==> src/rtl/mem_io_pkg.sv <==
// Shared types and default region map for the memory-mapped I/O bridge.
package mem_io_pkg;

  typedef enum logic [1:0] {
    ST_IDLE,
    ST_ACCESS,
    ST_DONE
  } state_e;

  typedef enum logic [1:0] {
    FLT_NONE,
    FLT_UNMAPPED,
    FLT_TIMEOUT,
    FLT_CONFLICT
  } fault_e;

  // Slave 0 sits in the low 32 bits; slave 0 is the 1 KiB SRAM at address 0.
  localparam logic [4*32-1:0] DEF_SLV_BASE = {32'h0000_0400, 32'h0000_0440,
                                              32'h0000_0480, 32'h0000_0000};
  localparam logic [4*32-1:0] DEF_SLV_MASK = {32'hFFFF_FFC0, 32'hFFFF_FFC0,
                                              32'hFFFF_FFC0, 32'hFFFF_FC00};

endpackage

==> src/rtl/mem_io_decode.sv <==
// Address-to-slave decoder: one-hot hit on the lowest matching region.
module mem_io_decode
  import mem_io_pkg::*;
#(
  parameter int unsigned                NUM_SLV  = 4,
  parameter int unsigned                ADDR_W   = 32,
  parameter logic [NUM_SLV*ADDR_W-1:0]  SLV_BASE = DEF_SLV_BASE,
  parameter logic [NUM_SLV*ADDR_W-1:0]  SLV_MASK = DEF_SLV_MASK
) (
  input  logic [ADDR_W-1:0]  addr,
  output logic [NUM_SLV-1:0] hit,
  output logic               hit_valid
);

  always_comb begin
    hit       = '0;
    hit_valid = 1'b0;
    for (int unsigned i = 0; i < NUM_SLV; i++) begin
      if (!hit_valid &&
          ((addr & SLV_MASK[i*ADDR_W +: ADDR_W]) == SLV_BASE[i*ADDR_W +: ADDR_W])) begin
        hit[i]    = 1'b1;
        hit_valid = 1'b1;
      end
    end
  end

endmodule

==> src/rtl/mem_io_bridge.sv <==
// Single-outstanding load/store bridge from the pipeline request FIFO to
// memory-mapped slaves, with decode, ready timeout and fault reporting.
module mem_io_bridge
  import mem_io_pkg::*;
#(
  parameter int unsigned                NUM_SLV  = 4,
  parameter int unsigned                DATA_W   = 32,
  parameter int unsigned                ADDR_W   = 32,
  parameter logic [NUM_SLV*ADDR_W-1:0]  SLV_BASE = DEF_SLV_BASE,
  parameter logic [NUM_SLV*ADDR_W-1:0]  SLV_MASK = DEF_SLV_MASK,
  parameter int unsigned                TIMEOUT  = 15
) (
  input  logic                      clk,
  input  logic                      rst,
  input  logic                      load,
  input  logic                      store,
  input  logic [ADDR_W-1:0]         addr,
  input  logic [DATA_W-1:0]         wdata,
  input  logic [DATA_W/8-1:0]       be,
  input  logic                      fifo_empty,
  output logic                      fifo_rd_en,
  output logic [DATA_W-1:0]         rd_data,
  output logic                      rd_valid,
  output logic                      err,
  output logic [NUM_SLV-1:0]        slv_sel,
  output logic                      slv_we,
  output logic [ADDR_W-1:0]         slv_addr,
  output logic [DATA_W-1:0]         slv_wdata,
  output logic [DATA_W/8-1:0]       slv_be,
  input  logic [NUM_SLV*DATA_W-1:0] slv_rdata,
  input  logic [NUM_SLV-1:0]        slv_ready
);

  localparam logic [7:0] WAIT_LAST = 8'(TIMEOUT - 1);

  state_e               state;
  fault_e               fault;
  logic [7:0]           wait_cnt;
  logic [ADDR_W-1:0]    cap_addr;
  logic [DATA_W-1:0]    cap_wdata;
  logic [DATA_W/8-1:0]  cap_be;
  logic                 cap_store;
  logic [NUM_SLV-1:0]   cap_sel;
  logic                 done_first;
  logic [DATA_W-1:0]    rd_data_q;

  logic [NUM_SLV-1:0]   dec_hit;
  logic                 dec_valid;
  logic [DATA_W-1:0]    sel_rdata;
  logic                 sel_ready;

  mem_io_decode #(
    .NUM_SLV  (NUM_SLV),
    .ADDR_W   (ADDR_W),
    .SLV_BASE (SLV_BASE),
    .SLV_MASK (SLV_MASK)
  ) u_decode (
    .addr      (addr),
    .hit       (dec_hit),
    .hit_valid (dec_valid)
  );

  always_comb begin
    sel_rdata = '0;
    for (int unsigned i = 0; i < NUM_SLV; i++) begin
      if (cap_sel[i]) sel_rdata = sel_rdata | slv_rdata[i*DATA_W +: DATA_W];
    end
  end

  assign sel_ready = |(slv_ready & cap_sel);

  always_ff @(posedge clk) begin
    if (rst) begin
      state      <= ST_IDLE;
      fault      <= FLT_NONE;
      wait_cnt   <= '0;
      cap_addr   <= '0;
      cap_wdata  <= '0;
      cap_be     <= '0;
      cap_store  <= 1'b0;
      cap_sel    <= '0;
      done_first <= 1'b0;
      rd_data_q  <= '0;
    end else begin
      done_first <= 1'b0;
      case (state)
        ST_IDLE: begin
          if (load || store) begin
            cap_addr  <= addr;
            cap_wdata <= wdata;
            cap_be    <= be;
            cap_store <= store;
            wait_cnt  <= '0;
            if (load && store) begin
              cap_sel    <= '0;
              fault      <= FLT_CONFLICT;
              done_first <= 1'b1;
              state      <= ST_DONE;
            end else if (!dec_valid) begin
              cap_sel    <= '0;
              fault      <= FLT_UNMAPPED;
              done_first <= 1'b1;
              state      <= ST_DONE;
            end else begin
              cap_sel <= dec_hit;
              fault   <= FLT_NONE;
              state   <= ST_ACCESS;
            end
          end
        end
        ST_ACCESS: begin
          // Ready in the final counted cycle still wins over the timeout.
          if (sel_ready) begin
            rd_data_q  <= sel_rdata;
            done_first <= 1'b1;
            state      <= ST_DONE;
          end else if (wait_cnt == WAIT_LAST) begin
            fault      <= FLT_TIMEOUT;
            done_first <= 1'b1;
            state      <= ST_DONE;
          end else begin
            wait_cnt <= wait_cnt + 8'd1;
          end
        end
        ST_DONE: begin
          if (!fifo_empty) state <= ST_IDLE;
        end
        default: state <= ST_IDLE;
      endcase
    end
  end

  assign slv_sel    = (state == ST_ACCESS) ? cap_sel : '0;
  assign slv_we     = (state == ST_ACCESS) && cap_store;
  assign slv_addr   = cap_addr;
  assign slv_wdata  = cap_wdata;
  assign slv_be     = cap_be;
  assign err        = done_first && (fault != FLT_NONE);
  assign rd_valid   = done_first && (fault == FLT_NONE) && !cap_store;
  assign rd_data    = rd_valid ? rd_data_q : '0;
  assign fifo_rd_en = (state == ST_DONE) && !fifo_empty;

endmodule

==> config.mk <==
export PLATFORM = sky130hd
export DESIGN_NAME = mem_io_bridge
export DESIGN_NICKNAME = d
export VERILOG_FILES = /design/src/rtl/mem_io_pkg.sv /design/src/rtl/mem_io_decode.sv /design/src/rtl/mem_io_bridge.sv
export SDC_FILE = /design/constraint.sdc
export NUM_CORES = 1
export LEC_CHECK = 0
export ABC_AREA = 1
export BUFFER_PORTS_ARGS = -buffer_cell sky130_fd_sc_hd__buf_2
export CORE_MARGIN = 2
export CORE_UTILIZATION = 30
export DETAILED_ROUTE_END_ITERATION = 8
export HOLD_SLACK_MARGIN = 0.02
export PLACE_DENSITY_LB_ADDON = 0.25
export SYNTH_ARGS = -nofsm -noshare
export SYNTH_HDL_FRONTEND = slang
export SYNTH_SLANG_ARGS = --single-unit
==> constraint.sdc <==
create_clock -name clk -period 1.6 [get_ports clk]
set_input_delay 0.32 -clock clk [delete_from_list [all_inputs] [get_ports clk]]
set_output_delay 0.32 -clock clk [all_outputs]
set_load 0.005 [all_outputs]
; Word-level counts from Yosys, hierarchy flattened
; Cells that the tools add are included.
[totals]
ff_bits = 118
latch_bits = 0
mem_bits_rw = 0
romBits = 0
output_inout_bits = 108
wordCells = 90
memories = 0
[classes]
addsub = 1
mul = 0
div_mod_pow = 0
n_lt_le_gt_ge = 0
n_eq_ne = 12
n_shift = 0
muxes = 37
bitwise_logic = 4
reduce_logical = 26
[op_table]
columns = cell, count
row1 = 32-bit 2-to-1 mux, 5
row2 = 32-bit OR, 3
row3 = "26-bit by 5-bit equality test with 1-bit output, second input constant", 3
row4 = 32-bit zero test, 1
row5 = 8-bit 2-to-1 mux, 3
row6 = 2-bit 2-to-1 mux, 9
row7 = 8-bit one-hot mux with 2 select lines, 1
row8 = 1-bit 2-to-1 mux, 13
row9 = 4-bit 2-to-1 mux, 3
row10 = "2-bit inequality test, second input constant", 5
row11 = 1-bit logical AND, 9
row12 = "8-bit by 1-bit adder with 8-bit output, second input constant", 1
row13 = "8-bit by 4-bit equality test with 1-bit output, second input constant", 1
row14 = 4-bit AND reduction, 2
row15 = 2-bit one-hot mux with 3 select lines, 1
row16 = 1-bit zero test, 5
row17 = 4-bit bitwise AND, 1
row18 = 2-bit zero test, 2
row19 = 2-bit one-hot mux with 2 select lines, 1
row20 = 2-bit AND reduction, 2
row21 = 2-bit nonzero test, 2
row22 = 4-bit OR reduction, 1
row23 = "3-bit inequality test, second input constant", 1
row24 = 3-bit AND reduction, 1
row25 = 4 further kinds, 4

; Logic depth before layout (Yosys ltp)
[logic_depth]
word_depth = 15
mapped_depth = 10

; Modules after synthesis
; Synthesis repeated with hierarchy kept, for this count alone.
[hier_totals]
cells_unflattened = 828
hier_area_um2 = 5637.9
[by_module_without_submodules]
columns = module, n_inst, cells_each, area_per_inst_um2, seq_area_each_um2
row1 = mem_io_bridge, 1, 780, 5392.7, 2362.3
row2 = mem_io_decode, 1, 48, 245.2, 0.0

; Worst setup path before layout
; OpenSTA, ideal clock, no wires.
[synth_path]
path_kind = register to register
from = register wait_cnt[0]
to = register wait_cnt[2]
setup_time_ns = 0.070
arrival_time_ns = 1.329
t_required_ns = 1.530
setup_slack_ns = 0.201
stages_incl_launch_ff = 9
n_path_buf = 1
synth_period_minus_slack_ns = 1.399
cell_sequence = dfxtp_1 -> inv_1 -> ha_1 -> nand4_1 -> nor2_1 -> nor3_2 -> buf_2 -> nand3b_1 -> a21oi_1
[synth_between]
elab_chain_cells = 4
[synth_lines]
columns = item, line
row1 = from (decl), mem_io_bridge.sv:38  ; logic [7:0] wait_cnt;
row2 = from (signal assigned), mem_io_bridge.sv:122  ; wait_cnt <= wait_cnt + 8'd1;
row3 = 8-bit by 1-bit adder with 8-bit output, mem_io_bridge.sv:122
row4 = 8-bit 2-to-1 mux, mem_io_bridge.sv:117  ; end else if (wait_cnt == WAIT_LAST) begin
row5 = 8-bit 2-to-1 mux, mem_io_bridge.sv:113  ; if (sel_ready) begin
row6 = 8-bit one-hot mux with 2 select lines, mem_io_bridge.sv:86  ; case (state)
; Parallel ways exist; a longest one is shown, timed or not. The select of a mux whose other input is x is not followed.
; A chain may end at the register's enable or synchronous reset.

; Final worst setup path
[layout_path]
from = register fault[1]
to = output port rd_data[1]
[layout_between]
elab_chain_cells = 4
[layout_lines]
columns = item, line
row1 = from (decl), mem_io_bridge.sv:37  ; fault_e fault;
row2 = from (signal assigned), mem_io_bridge.sv:75  ; fault <= FLT_NONE;
row3 = from (signal assigned), mem_io_bridge.sv:96  ; fault <= FLT_CONFLICT;
row4 = from (signal assigned), mem_io_bridge.sv:101  ; fault <= FLT_UNMAPPED;
row5 = 2-bit zero test, mem_io_bridge.sv:139  ; assign rd_valid = done_first && (fault == FLT_NONE) && !cap_store;
row6 = 1-bit logical AND (2 in series), mem_io_bridge.sv:139
row7 = 32-bit 2-to-1 mux, mem_io_bridge.sv:140  ; assign rd_data = rd_valid ? rd_data_q : '0;
row8 = to (decl), mem_io_bridge.sv:22  ; output logic [DATA_W-1:0] rd_data,
; No other way between the ends.

==> results_dict.tcl <==
set metrics [dict create \
    maxCapViolations 0 \
    yosys.area.top_type "dfxtp_1" \
    ir_worst_vdd_v 0.0007104 \
    num_io_pins 313 \
    pwr-share-clk 0.434 \
    drt-total-wl_mm 19.27 \
    place.gp.congestion 0.8281 \
    clk_path_buf_depth 2 \
    port_buffers 312 \
    cts_root_buffer "clkbuf_16" \
    powerDensity_mw_per_mm2 1080 \
    grt_max_degree 63 \
    synth_nets 854 \
    skew_ns 0.008802 \
    syn_inst 647 \
    final_max_slew_viol_count 0 \
    start_kind "flop" \
    dr_total_vias 5773 \
    switchingPower_mw 2.397 \
    initial_core_util 0.3089 \
    arrival_ns 1.41 \
    path_class "reg2out" \
    ys_types 27 \
    relSlewSlack 0.7482 \
    multi_input_area_mm2 0.002429 \
    layout.nets 1186 \
    status "finished, violations left" \
    use_met3 0.06194 \
    fmax_ghz 0.5787 \
    finalWorstSetupSlack_ns -0.1281 \
    ant_nets 0 \
    clk_pin_slew_worst_paths_ns 0.06 \
    rows 47 \
    tritoncts "done" \
    grt_overflow 0 \
    period_minus_slack_ns 1.728 \
    worst-path-buf-inv 2 \
    yosys_warnings 0 \
    clk_latency_ns 0.41 \
    seqPwrFrac 0.390 \
    avgSynthCellArea_um2 7.946 \
    period_share 1.080 \
    die-area_mm2 0.01820 \
    slowest_stage "dfxtp_2" \
    die_y_um 134.9 \
    path_cells "nor2_4, nand3_2, buf_12, nor2_2, buf_2" \
    tns_ns -3.106 \
    vias_per_cell 4.755 \
    synth_top_area_share 0.4595 \
    syn_area_mm2 0.005141 \
    synth_area_leaders "dfxtp_1 46%, a22o_1 12%, nand2_1 8.5%" \
    slowest_delay_ns 0.33 \
    drt_pass1_iterations 4 \
    min_path_type "in2reg" \
    initialDrtViolationCount 219 \
    grt_pass1_vias 5343 \
    die_w_um 134.9 \
    violations "negative setup slack" \
    setup_viol 33 \
    ys_seq_area_frac 0.4595 \
    final-seq-area_mm2 0.002384 \
    synth-seq-cells 118 \
    drc 0 \
    gr-usage-met1 0.2247 \
    timing.hold.ws_ns 0.1133 \
    core_mm2 0.01664 \
    swShare 0.2744 \
    finalHoldViolations 0 \
    use_met2 0.3376 \
    gr-max-usage-layer "met2" \
    cp_top_family "flip-flops" \
    area_growth_syn_to_layout_pct 57.34 \
    clkSinkCount 118 \
    cp.required_ns 1.28 \
    p_leak_nw 3.876 \
    rsz0062_at_grt "true" \
    hpwl_mm 13.26 \
    h-tree-depth 4 \
    numCtsBuffers 17 \
    grt_pass1_wl_mm 27.68 \
    cp_max_fo 33 \
    internal_power_mw 6.337 \
    final_area_mm2 0.008089 \
    worst_slew_pin_slew_ns 0.3776 \
    wl_per_cell_um 15.87 \
    fillers 1637 \
    comb_power_share 0.176 \
    worstSetupEndpointType "primary output" \
    drive_above_1_share 0.4315 \
    antenna_found_initial 2 \
    placed_area_mm2 0.007057 \
    grtUsageTotal 0.1968 \
]
-- area by class of cell --
class                           count  area share
Multi-Input combinational cell    425      0.3002
Inverter                           59     0.02831
Clock buffer                       18     0.05429
Clock inverter                     14     0.01872
Sequential cell                   118      0.2947
Antenna cell                        2   0.0006187
Timing Repair Buffer              358      0.2691
Tap cell                          220     0.03403
-- kinds of logic (layout without fill, tap and decap cells) --
kind of cell             Yosys count  in the layout  share of synthesized area
XOR/XNOR                           3              3                   0.005112
flip-flops                       118            118                     0.4595
buffers and inverters            104            449                    0.08177
AND/OR/NAND/NOR                  225            225                     0.1808
adder cells (fa/ha/maj)            2              2                   0.004867
other                              0              2                          0
AO/OA/AOI/OAI                    195            195                     0.2680
-- synthesized netlist by cell type --
cell / n
dfxtp_1: 118
nand2_1: 117
nor2_1: 75
a22o_1: 70
inv_1: 53
a21oi_1: 43
o21ai_0: 40
a221oi_1: 32
buf_2: 24
clkbuf_1: 21
nand3_1: 17
inv_2: 6
o21ai_1: 6
nand4_1: 4
nor2_2: 4
xor2_1: 3
ha_1: 2
nand3b_1: 2
nor3_1: 2
a211oi_1: 1
nor2_4: 1
nor2_8: 1
nor3_2: 1
nor3b_1: 1
o22ai_1: 1
o32ai_2: 1
o41ai_1: 1
-- metal layers --
layer / vias to the layer above / routed length (um)
li1: 2913 / -
met1: 2603 / 7942
met2: 230 / 9487
met3: 27 / 1403
met4: 0 / 436
met5: - / 0
-- flip-flops by register name, indices dropped and copies added (netlist names) --
signal      cells
slv_addr       32
state           2
rd_data_q      32
slv_wdata      32
done_first      1
slv_be          4
cap_sel         4
fault           2
wait_cnt        8
cap_store       1
-- worst register-to-register path: stages, from the launching register on --
cell and delay [ns]:
dfxtp_4 0.39, nand2_1 0.06, nand2_1 0.07, nor2_1 0.04, buf_4 0.14, buf_4 0.14, nor2_4 0.13, buf_12 0.14
clkbuf_16 0.17, o21ai_0 0.08, a21oi_1 0.13
-- timing repair --
action	CTS	global route
cloned	3	5
gates resized for setup	28	22
setup buffers	4	8
hold buffers	0	0
endpoints found under the hold margin	0	0
endpoints found under the setup margin	38	71
pin swaps	2	6
-- through the flow --
| step | cells | util | total power [mW] | setup slack [ns] |
|---|---|---|---|---|
| 5_1_grt | 1213 | 0.4859 | 9.172 | -0.1772 |
| 3_5_place_dp | 1161 | 0.4240 | 4.916 | -0.03820 |
| 6_report | 1214 | 0.4861 | 8.734 | -0.1281 |
| 3_3_place_gp | 1161 | 0.4240 | 4.916 | -0.05445 |
| 2_1_floorplan | 647 | - | 4.130 | 0.2012 |
| 4_1_cts | 1199 | 0.4715 | 8.790 | -0.1296 |
-- cells in the final DEF, fill, tap and decap left out, types with 11 or more instances in the layout --
cell / count
nor2_1: 64
nand2_1: 117
buf_4: 27
a21oi_1: 43
buf_2: 313
o21ai_0: 37
clkbuf_16: 21
a22o_1: 70
dfxtp_1: 109
nor2_2: 11
inv_1: 51
a221oi_1: 32
nand3_1: 16
-- power groups by stage --
| stage | Combinational [mW] | Clock, mW | Sequential [mW] |
|---|---|---|---|
| 2_1_floorplan | 0.649 | 0 | 3.48 |
| 3_3_place_gp | 1.46 | 0 | 3.45 |
| 3_5_place_dp | 1.48 | 0 | 3.44 |
| 4_1_cts | 1.50 | 3.89 | 3.40 |
| 5_1_grt | 1.70 | 4.04 | 3.44 |
| 6_report | 1.54 | 3.79 | 3.40 |
-- final timing paths --
kind | from | slack [ns] | to | depth (start not counted)
worst max-delay path | fault[1]$_SDFFE_PP0P_ | -0.13 | rd_data[1] | 5
worst min-delay path | wdata[5] | 0.11 | slv_wdata[5]$_SDFFE_PP0P_ | 2
worst max register to register | cap_sel[1]$_SDFFE_PP0P_ | 0.05 | rd_data_q[6]$_SDFFE_PP0P_ | 10
worst min register to register | slv_addr[11]$_SDFFE_PP0P_ | 0.45 | slv_addr[11]$_SDFFE_PP0P_ | 2
(Power assumes the default switching activity.)
